$ cat src/rtl/vga_pattern_sequencer.sv
// vga_pattern_sequencer
//   Frame-synchronous test-pattern controller. Picks one of four colour
//   patterns from h_cnt/v_cnt, advances the pattern on a req/ack request or
//   automatically every AUTO_FRAMES frames, and only switches at the frame
//   boundary (h_cnt==0 && v_cnt==0) so no frame mixes two patterns.
// Ports
//   clk, rst           pixel clock, synchronous active-high reset
//   h_cnt, v_cnt       counters from the timing generator (11b)
//   next_req/next_ack  level request / one-cycle accept pulse
//   auto_en            enable auto-advance
//   pat_sel, pend      current pattern, advance waiting for frame boundary
//   o_r, o_g, o_b      registered 4-bit colour, one cycle behind h_cnt/v_cnt
module vga_pattern_sequencer #(
  parameter int unsigned H_ACT_START = 129,
  parameter int unsigned H_ACT_END   = 768,
  parameter int unsigned V_ACT_START = 36,
  parameter int unsigned V_ACT_END   = 515,
  parameter int unsigned AUTO_FRAMES = 120
) (
  input  logic        clk,
  input  logic        rst,
  input  logic [10:0] h_cnt,
  input  logic [10:0] v_cnt,
  input  logic        next_req,
  output logic        next_ack,
  input  logic        auto_en,
  output logic [1:0]  pat_sel,
  output logic        pend,
  output logic [3:0]  o_r,
  output logic [3:0]  o_g,
  output logic [3:0]  o_b
);

  localparam int unsigned CNT_W = 11;
  localparam int unsigned POS_W = 10;
  localparam int unsigned FRM_W = 12;
  localparam int unsigned RGB_W = 12;

  typedef enum logic {SHOW, PEND} state_t;

  state_t           state;
  logic [FRM_W-1:0] frame_cnt;

  logic             fb_c;
  logic             auto_exp_c;
  logic             pend_adv_c;
  logic             active_c;
  logic [POS_W-1:0] x_c;
  logic [POS_W-1:0] y_c;
  logic [2:0]       bar_x_c;
  logic [2:0]       bar_y_c;
  logic [RGB_W-1:0] pix_c;

  // Eight-colour bar palette, {r,g,b}
  function automatic logic [RGB_W-1:0] bar_colour(input logic [2:0] idx);
    logic [RGB_W-1:0] c;
    c = 12'h000;
    case (idx)
      3'd0: c = 12'hFFF;
      3'd1: c = 12'hF00;
      3'd2: c = 12'h0F0;
      3'd3: c = 12'h00F;
      3'd4: c = 12'h0FF;
      3'd5: c = 12'hF0F;
      3'd6: c = 12'hFF0;
      default: c = 12'h000;
    endcase
    return c;
  endfunction

  // Frame boundary and the two advance sources
  always_comb begin
    fb_c       = (h_cnt == 11'd0) && (v_cnt == 11'd0);
    auto_exp_c = fb_c && auto_en && (frame_cnt == FRM_W'(AUTO_FRAMES - 1));
    pend_adv_c = fb_c && (state == PEND);
  end

  // Pixel colour from the pattern in effect this cycle
  always_comb begin
    active_c = (h_cnt >= CNT_W'(H_ACT_START)) && (h_cnt <= CNT_W'(H_ACT_END)) &&
               (v_cnt >= CNT_W'(V_ACT_START)) && (v_cnt <= CNT_W'(V_ACT_END));
    x_c      = POS_W'(h_cnt - CNT_W'(H_ACT_START));
    y_c      = POS_W'(v_cnt - CNT_W'(V_ACT_START));
    bar_x_c  = 3'(x_c / POS_W'(80));
    bar_y_c  = 3'(y_c / POS_W'(60));
    pix_c    = 12'h000;
    if (active_c) begin
      case (pat_sel)
        2'd0: pix_c = bar_colour(bar_x_c);
        2'd1: pix_c = bar_colour(bar_y_c);
        2'd2: pix_c = (x_c[5] ^ y_c[5]) ? 12'hFFF : 12'h000;
        default: pix_c = 12'hFFF;
      endcase
    end
  end

  // Handshake FSM, pattern select, auto frame counter and colour register
  always_ff @(posedge clk) begin
    if (rst) begin
      state     <= SHOW;
      pend      <= 1'b0;
      next_ack  <= 1'b0;
      pat_sel   <= 2'd0;
      frame_cnt <= '0;
      o_r       <= 4'h0;
      o_g       <= 4'h0;
      o_b       <= 4'h0;
    end else begin
      next_ack <= 1'b0;
      case (state)
        SHOW: begin
          if (next_req) begin
            next_ack <= 1'b1;
            state    <= PEND;
            pend     <= 1'b1;
          end
        end
        default: begin
          if (fb_c) begin
            state <= SHOW;
            pend  <= 1'b0;
          end
        end
      endcase

      // Coincident request and auto expiry still advance only once
      if (auto_exp_c || pend_adv_c) begin
        pat_sel <= pat_sel + 2'd1;
      end

      if (!auto_en || auto_exp_c || pend_adv_c) begin
        frame_cnt <= '0;
      end else if (fb_c) begin
        frame_cnt <= frame_cnt + FRM_W'(1);
      end

      o_r <= pix_c[11:8];
      o_g <= pix_c[7:4];
      o_b <= pix_c[3:0];
    end
  end

endmodule

$ cat config.mk
export PLATFORM = sky130hd
export DESIGN_NAME = vga_pattern_sequencer
export DESIGN_NICKNAME = d
export VERILOG_FILES = /design/src/rtl/vga_pattern_sequencer.sv
export SDC_FILE = /design/constraint.sdc
export NUM_CORES = 1
export LEC_CHECK = 0
export CAP_MARGIN = 20
export CORE_MARGIN = 3
export CORE_UTILIZATION = 35
export DETAILED_ROUTE_END_ITERATION = 12
export GPL_TIMING_DRIVEN = 1
export SETUP_SLACK_MARGIN = 0.3
export SYNTH_ARGS = -nofsm -noshare
export SYNTH_HDL_FRONTEND = slang
export SYNTH_SLANG_ARGS = --single-unit
$ cat constraint.sdc
create_clock -name clk -period 4.8 [get_ports clk]
set_input_delay 0.72 -clock clk [delete_from_list [all_inputs] [get_ports clk]]
set_output_delay 0.72 -clock clk [all_outputs]
set_load 0.05 [all_outputs]
Word level (Yosys, flattened, before mapping)
Index checks and enable logic that the tools add are counted.
Operators by class
  divide/modulo/power cells: 2
  muxes and demuxes: 10
  shift-type cells: 0
  reductions and logical operators: 21
  equal/unequal tests: 16
  add/subtract/negate cells: 4
  bitwise gates (word level): 2
  order comparisons: 4
  $mul: 0
Operators with widths (number)
  12-bit case mux with 7 select lines: 2
  12-bit case mux with 3 select lines: 1
  11-bit by 10-bit less-or-equal comparator with 1-bit output, second input constant: 2
  11-bit logical NOT: 2
  3-bit == test, second input constant: 6
  12-bit by 1-bit adder with 12-bit output, second input constant: 1
  12-bit by 7-bit == test with 1-bit output, second input constant: 1
  3-bit by 2-bit == test with 1-bit output, second input constant: 4
  12-bit two-way mux: 1
  11-bit by 6-bit greater-or-equal comparator with 1-bit output, second input constant: 1
  11-bit by 8-bit greater-or-equal comparator with 1-bit output, second input constant: 1
  10-bit by 6-bit divider with 10-bit output, second input constant: 1
  10-bit by 7-bit divider with 10-bit output, second input constant: 1
  10-bit by 6-bit subtractor with 10-bit output, second input constant: 1
  10-bit by 8-bit subtractor with 10-bit output, second input constant: 1
  1-bit logical AND: 7
  3-bit by 1-bit == test with 1-bit output, second input constant: 2
  3-bit logical NOT: 2
  1-bit two-way mux: 6
  2-bit OR reduction: 3
  1-bit logical OR: 3
  2-bit by 1-bit adder with 2-bit output, second input constant: 1
  2-bit by 1-bit == test with 1-bit output, second input constant: 1
  2-bit == test, second input constant: 1
  other kinds (7): 7
Word-level totals
  memories: 0
  bits in read-only memories: 0
  memory bits (writable): 0
  output and inout port bits: 16
  register bits after elaboration: 29
  bits in latches: 0
  word-level logic and storage cells: 67

Depth between registers and ports, before layout
Gate-level depths: netlist of run 1.
  depth after elaboration: 7
  mapped depth: 16
  depth with buffers taken out: 12

Least setup slack after synthesis of run 1
No wires, ideal clock.
  path type: input to register
  from: input v_cnt[2]
  to: register o_r[2]
  stages: 16
  path buffers: 4
  data required time: 4726 ps
  path slack: 1151 ps
  setup time: 74 ps
  data arrival time: 3575 ps
  path through: buf_2 inv_1 ha_1 buf_2 nand2b_1 buf_2 a211oi_2 xor2_1 or4_4 nand3_4 nand4_1 and3_1 buf_2 o41a_1 o32a_1 o22ai_2
On the way
  word-level cells in the longest chain between the ends: 5
  elaborated cells on any way between the ends: 19
Ends and longest elaborated chain
  from (decl): line 23  | input logic [10:0] v_cnt,
  10-bit by 6-bit subtractor with 10-bit output / 11-bit by 6-bit greater-or-equal comparator with 1-bit output (equally long branches): line 83, 81
  10-bit by 6-bit divider with 10-bit output / 1-bit logical AND (equally long branches): line 85, 80
  3-bit == test (tied with other cells): line 58  | case (idx)
  12-bit case mux with 7 select lines / 1-bit inverter (equally long branches)
  12-bit case mux with 3 select lines / 2-bit OR reduction (equally long branches)
  to (signal assigned): line 137  | o_r <= pix_c[11:8];
  to (decl): line 29  | output logic [3:0] o_r,
Parallel ways exist; a longest one is shown, timed or not.
A chain may end at the register's enable or synchronous reset.

Worst setup path in the final report of run 1
  from: input v_cnt[3]
  to: register o_r[2]
Same word-level chain as after synthesis.

==> results.py, run 1 <==
metrics = {
    "run_status": {
        "status": "complete, no violations",
    },
    "yosys": {
        "synth_area_leader_cell": "dfxtp_1",
        "async_flop_share_pct": 0,
        "synth.area.top_cells": "dfxtp_1, xnor2_1, nor2_1",
        "synth-seq-cells": 20,
        "ys_warn_count": 0,
        "ys_seq_area_share_pct": 15.4,
        "syn-num-nets": 394,
        "synth_commonest_cells": "nor2_1, nand2_1, dfxtp_1",
        "synth_edf_count": 0,
        "synth_cell_type_count": 76,
        "synth_flop_cell": "dfxtp_1",
        "synth.most_common_cell": "nor2_1",
        "synthesis.area_mm2": 0.00260,
        "synth_top_area_share_pct": 15.4,
        "syn_area_per_cell_um2": 7.28,
        "syn_inst": 357,
    },
    "final_layout": {
        "stdcell_area_mm2": 0.00308,
        "multi_input_area_mm2": 0.00199,
        "diodes": 0,
        "fill_cells": 743,
        "fin_cells": 477,
        "area_delta_synth_final_pct": 18.4,
        "seq_area_um2": 400,
        "fin_nets": 420,
        "drive_above_1_share_pct": 7.87,
    },
    "timing": {
        "fin_ws_ns": 0.702,
        "drv_slew": 0,
        "final_hold_viol_count": 0,
        "tightest_slew_ns": 0.718,
        "skew_ns": 0.00331,
        "finalSetupViolCount": 0,
        "slew_headroom_pct": 51.8,
        "fin_crit_ns": 4.10,
        "period_share_pct": 85.4,
        "timing.setup.tns_ns": 0,
        "fmax_ghz": 0.244,
        "rsz0062_at_grt": "no",
    },
    "placement": {
        "dp_hpwl_um": 5190,
        "place_ws_ns": 0.464,
        "place_area_mm2": 0.00304,
        "place.gp.congestion": 0.845,
        "dp_cells": 474,
        "io_buffers": 41,
    },
    "floorplanning": {
        "pin_count": 42,
        "chipWidth_um": 92.2,
        "core_mm2": 0.00698,
        "rows": 30,
        "start_util_pct": 37.2,
        "die_area_mm2": 0.00850,
        "die_y_um": 92.2,
    },
    "setup_path": {
        "reg2reg_depth": 5,
        "worst_ep_required_time_ns": 4.99,
        "path_max_fanout": 8,
        "path_class": "input pin to flop",
        "crit_path_end_kind": "flop",
        "start_kind": "input pin",
        "worst-endpoint-arrival_ns": 4.29,
    },
    "routing": {
        "drt_first_pass_iters": 4,
        "drcViolationCount": 0,
        "wirelength_um": 6540,
        "first_iter_violations": 179,
        "ant_nets": 0,
        "num_vias": 2636,
        "detail_route.wl_per_cell_um": 13.7,
        "via_per_inst": 5.53,
    },
    "clocking": {
        "htree_levels": 1,
        "cts_buffers": 3,
        "clk_path_buf_depth": 2,
        "cts_tree": "done",
        "cts_resized": 0,
        "path_clk_slew_ns": 0.07,
        "root_buffer": "clkbuf_8",
        "ctsHoldBuffers": 0,
        "post_cts_buffers": 0,
        "worst_skew_pair.late_latency_ns": 0.26,
        "clock-sinks": 20,
    },
    "grt": {
        "grt_pass1_vias": 2327,
        "grt_max_degree": 18,
        "grt_antenna_before_repair": 0,
        "grt_overflow": 0,
        "grt_pass1_wl_um": 10900,
        "track_usage_pct": 15.0,
    },
    "hold_path": {
        "hold_class": "flop to flop",
        "min_path_cells": 2,
    },
    "power_and_ir_drop": {
        "ir_worst_vdd_uv": 88.9,
        "leakage_nw": 1.07,
        "p_per_area_mw_per_mm2": 171,
    },
    "job": {
        "maxCapViolCount": 0,
    },
}
layout make-up:
class | count | area share [%]
Tap cell | 96 | 3.90
Inverter | 14 | 1.71
Multi-Input combinational cell | 295 | 64.7
Clock buffer | 3 | 1.34
Sequential cell | 20 | 13.0
Timing Repair Buffer | 49 | 15.3
cells by family (layout without fill, tap and decap cells):
| group | Yosys count | count (layout) | synth area share [%] |
|---|---|---|---|
| flops | 20 | 20 | 15.4 |
| mux | 7 | 7 | 2.84 |
| buf+inv | 42 | 66 | 7.94 |
| simple gates | 154 | 154 | 31.6 |
| xor+xnor | 27 | 27 | 9.10 |
| fa+ha+maj | 13 | 13 | 6.07 |
| compound gates | 94 | 94 | 27.1 |
worst paths after layout:
check | slack (ns) | start | end
worst max-delay path | 0.70 | v_cnt[3] | o_r[2]$_SDFF_PP0_
worst min-delay path | 0.50 | pend$_SDFFE_PP0P_ | pend$_SDFFE_PP0P_
worst max register to register | 2.88 | frame_cnt[3]$_SDFFE_PP0P_ | frame_cnt[1]$_SDFFE_PP0P_
worst min register to register | 0.50 | pend$_SDFFE_PP0P_ | pend$_SDFFE_PP0P_
worst max-delay path, stage by stage:
cell and delay (ns):
clkdlybuf4s50_1 0.52, inv_1 0.17, ha_1 0.31, nand2b_1 0.22
a211oi_2 0.35, xor2_1 0.18, or4_4 0.54, and3_4 0.20
nor3_1 0.22, a311oi_2 0.12, o41a_1 0.45, o32a_1 0.18
o22ai_2 0.11
through the flow:
step | total power [mW] | util, % | hold WS (ns)
2_1_floorplan | 0.355 | - | 0.468
3_3_place_gp | 0.418 | 43.5 | 0.476
3_5_place_dp | 0.421 | 43.5 | 0.493
4_1_cts | 0.530 | 44.1 | 0.506
5_1_grt | 0.563 | 44.1 | 0.529
6_report | 0.527 | 44.1 | 0.496
cells in the final DEF, fill, tap and decap left out, types with 6 or more instances in the layout:
cell type / Yosys / layout
nor2b_1: 6 / 6
nor4_1: 11 / 11
nand3_1: 11 / 11
nor2_1: 39 / 39
clkdlybuf4s50_1: 0 / 41
a211oi_1: 8 / 8
or3_1: 7 / 7
xor2_1: 9 / 9
dfxtp_1: 20 / 20
a21oi_1: 15 / 15
buf_4: 9 / 8
nor3_1: 11 / 11
ha_1: 11 / 11
o31ai_1: 6 / 6
xnor2_1: 18 / 18
inv_1: 14 / 14
and3_1: 9 / 9
o21ai_0: 8 / 8
nand2_1: 29 / 29
layer usage:
layer | wire length, µm | track usage [%]
met1 | 3220 | 20.8
met2 | 3010 | 25.5
met3 | 252 | 1.89
met4 | 58 | 1.98
met5 | 0 | 0
state kept, by name, summed over array words and instances, names as in the netlist:
signal     cells
o_g            1
state          1
pat_sel        2
next_ack       1
o_r            1
pend           1
o_b            1
frame_cnt     12
report_power, final:
| part | leakage (nW) | internal, mW | switching [mW] |
|---|---|---|---|
| registers | 0.162 | 0.168 | 0.00165 |
| logic | 0.887 | 0.104 | 0.146 |
| clock network | 0.0216 | 0.0559 | 0.0515 |
| total | 1.07 | 0.328 | 0.199 |
No activity file was read; power rests on OpenSTA's default activity.
==> run 2, diff against run 1 <==
--- a/config.mk
+++ b/config.mk
@@ -5,7 +5,6 @@
 export SDC_FILE = /design/constraint.sdc
 export NUM_CORES = 1
 export LEC_CHECK = 0
-export CAP_MARGIN = 20
 export CORE_MARGIN = 3
 export CORE_UTILIZATION = 35
 export DETAILED_ROUTE_END_ITERATION = 12
==> results of run 2 <==
Same layout as run 1: the final DEF is identical, and so are final timing and power.
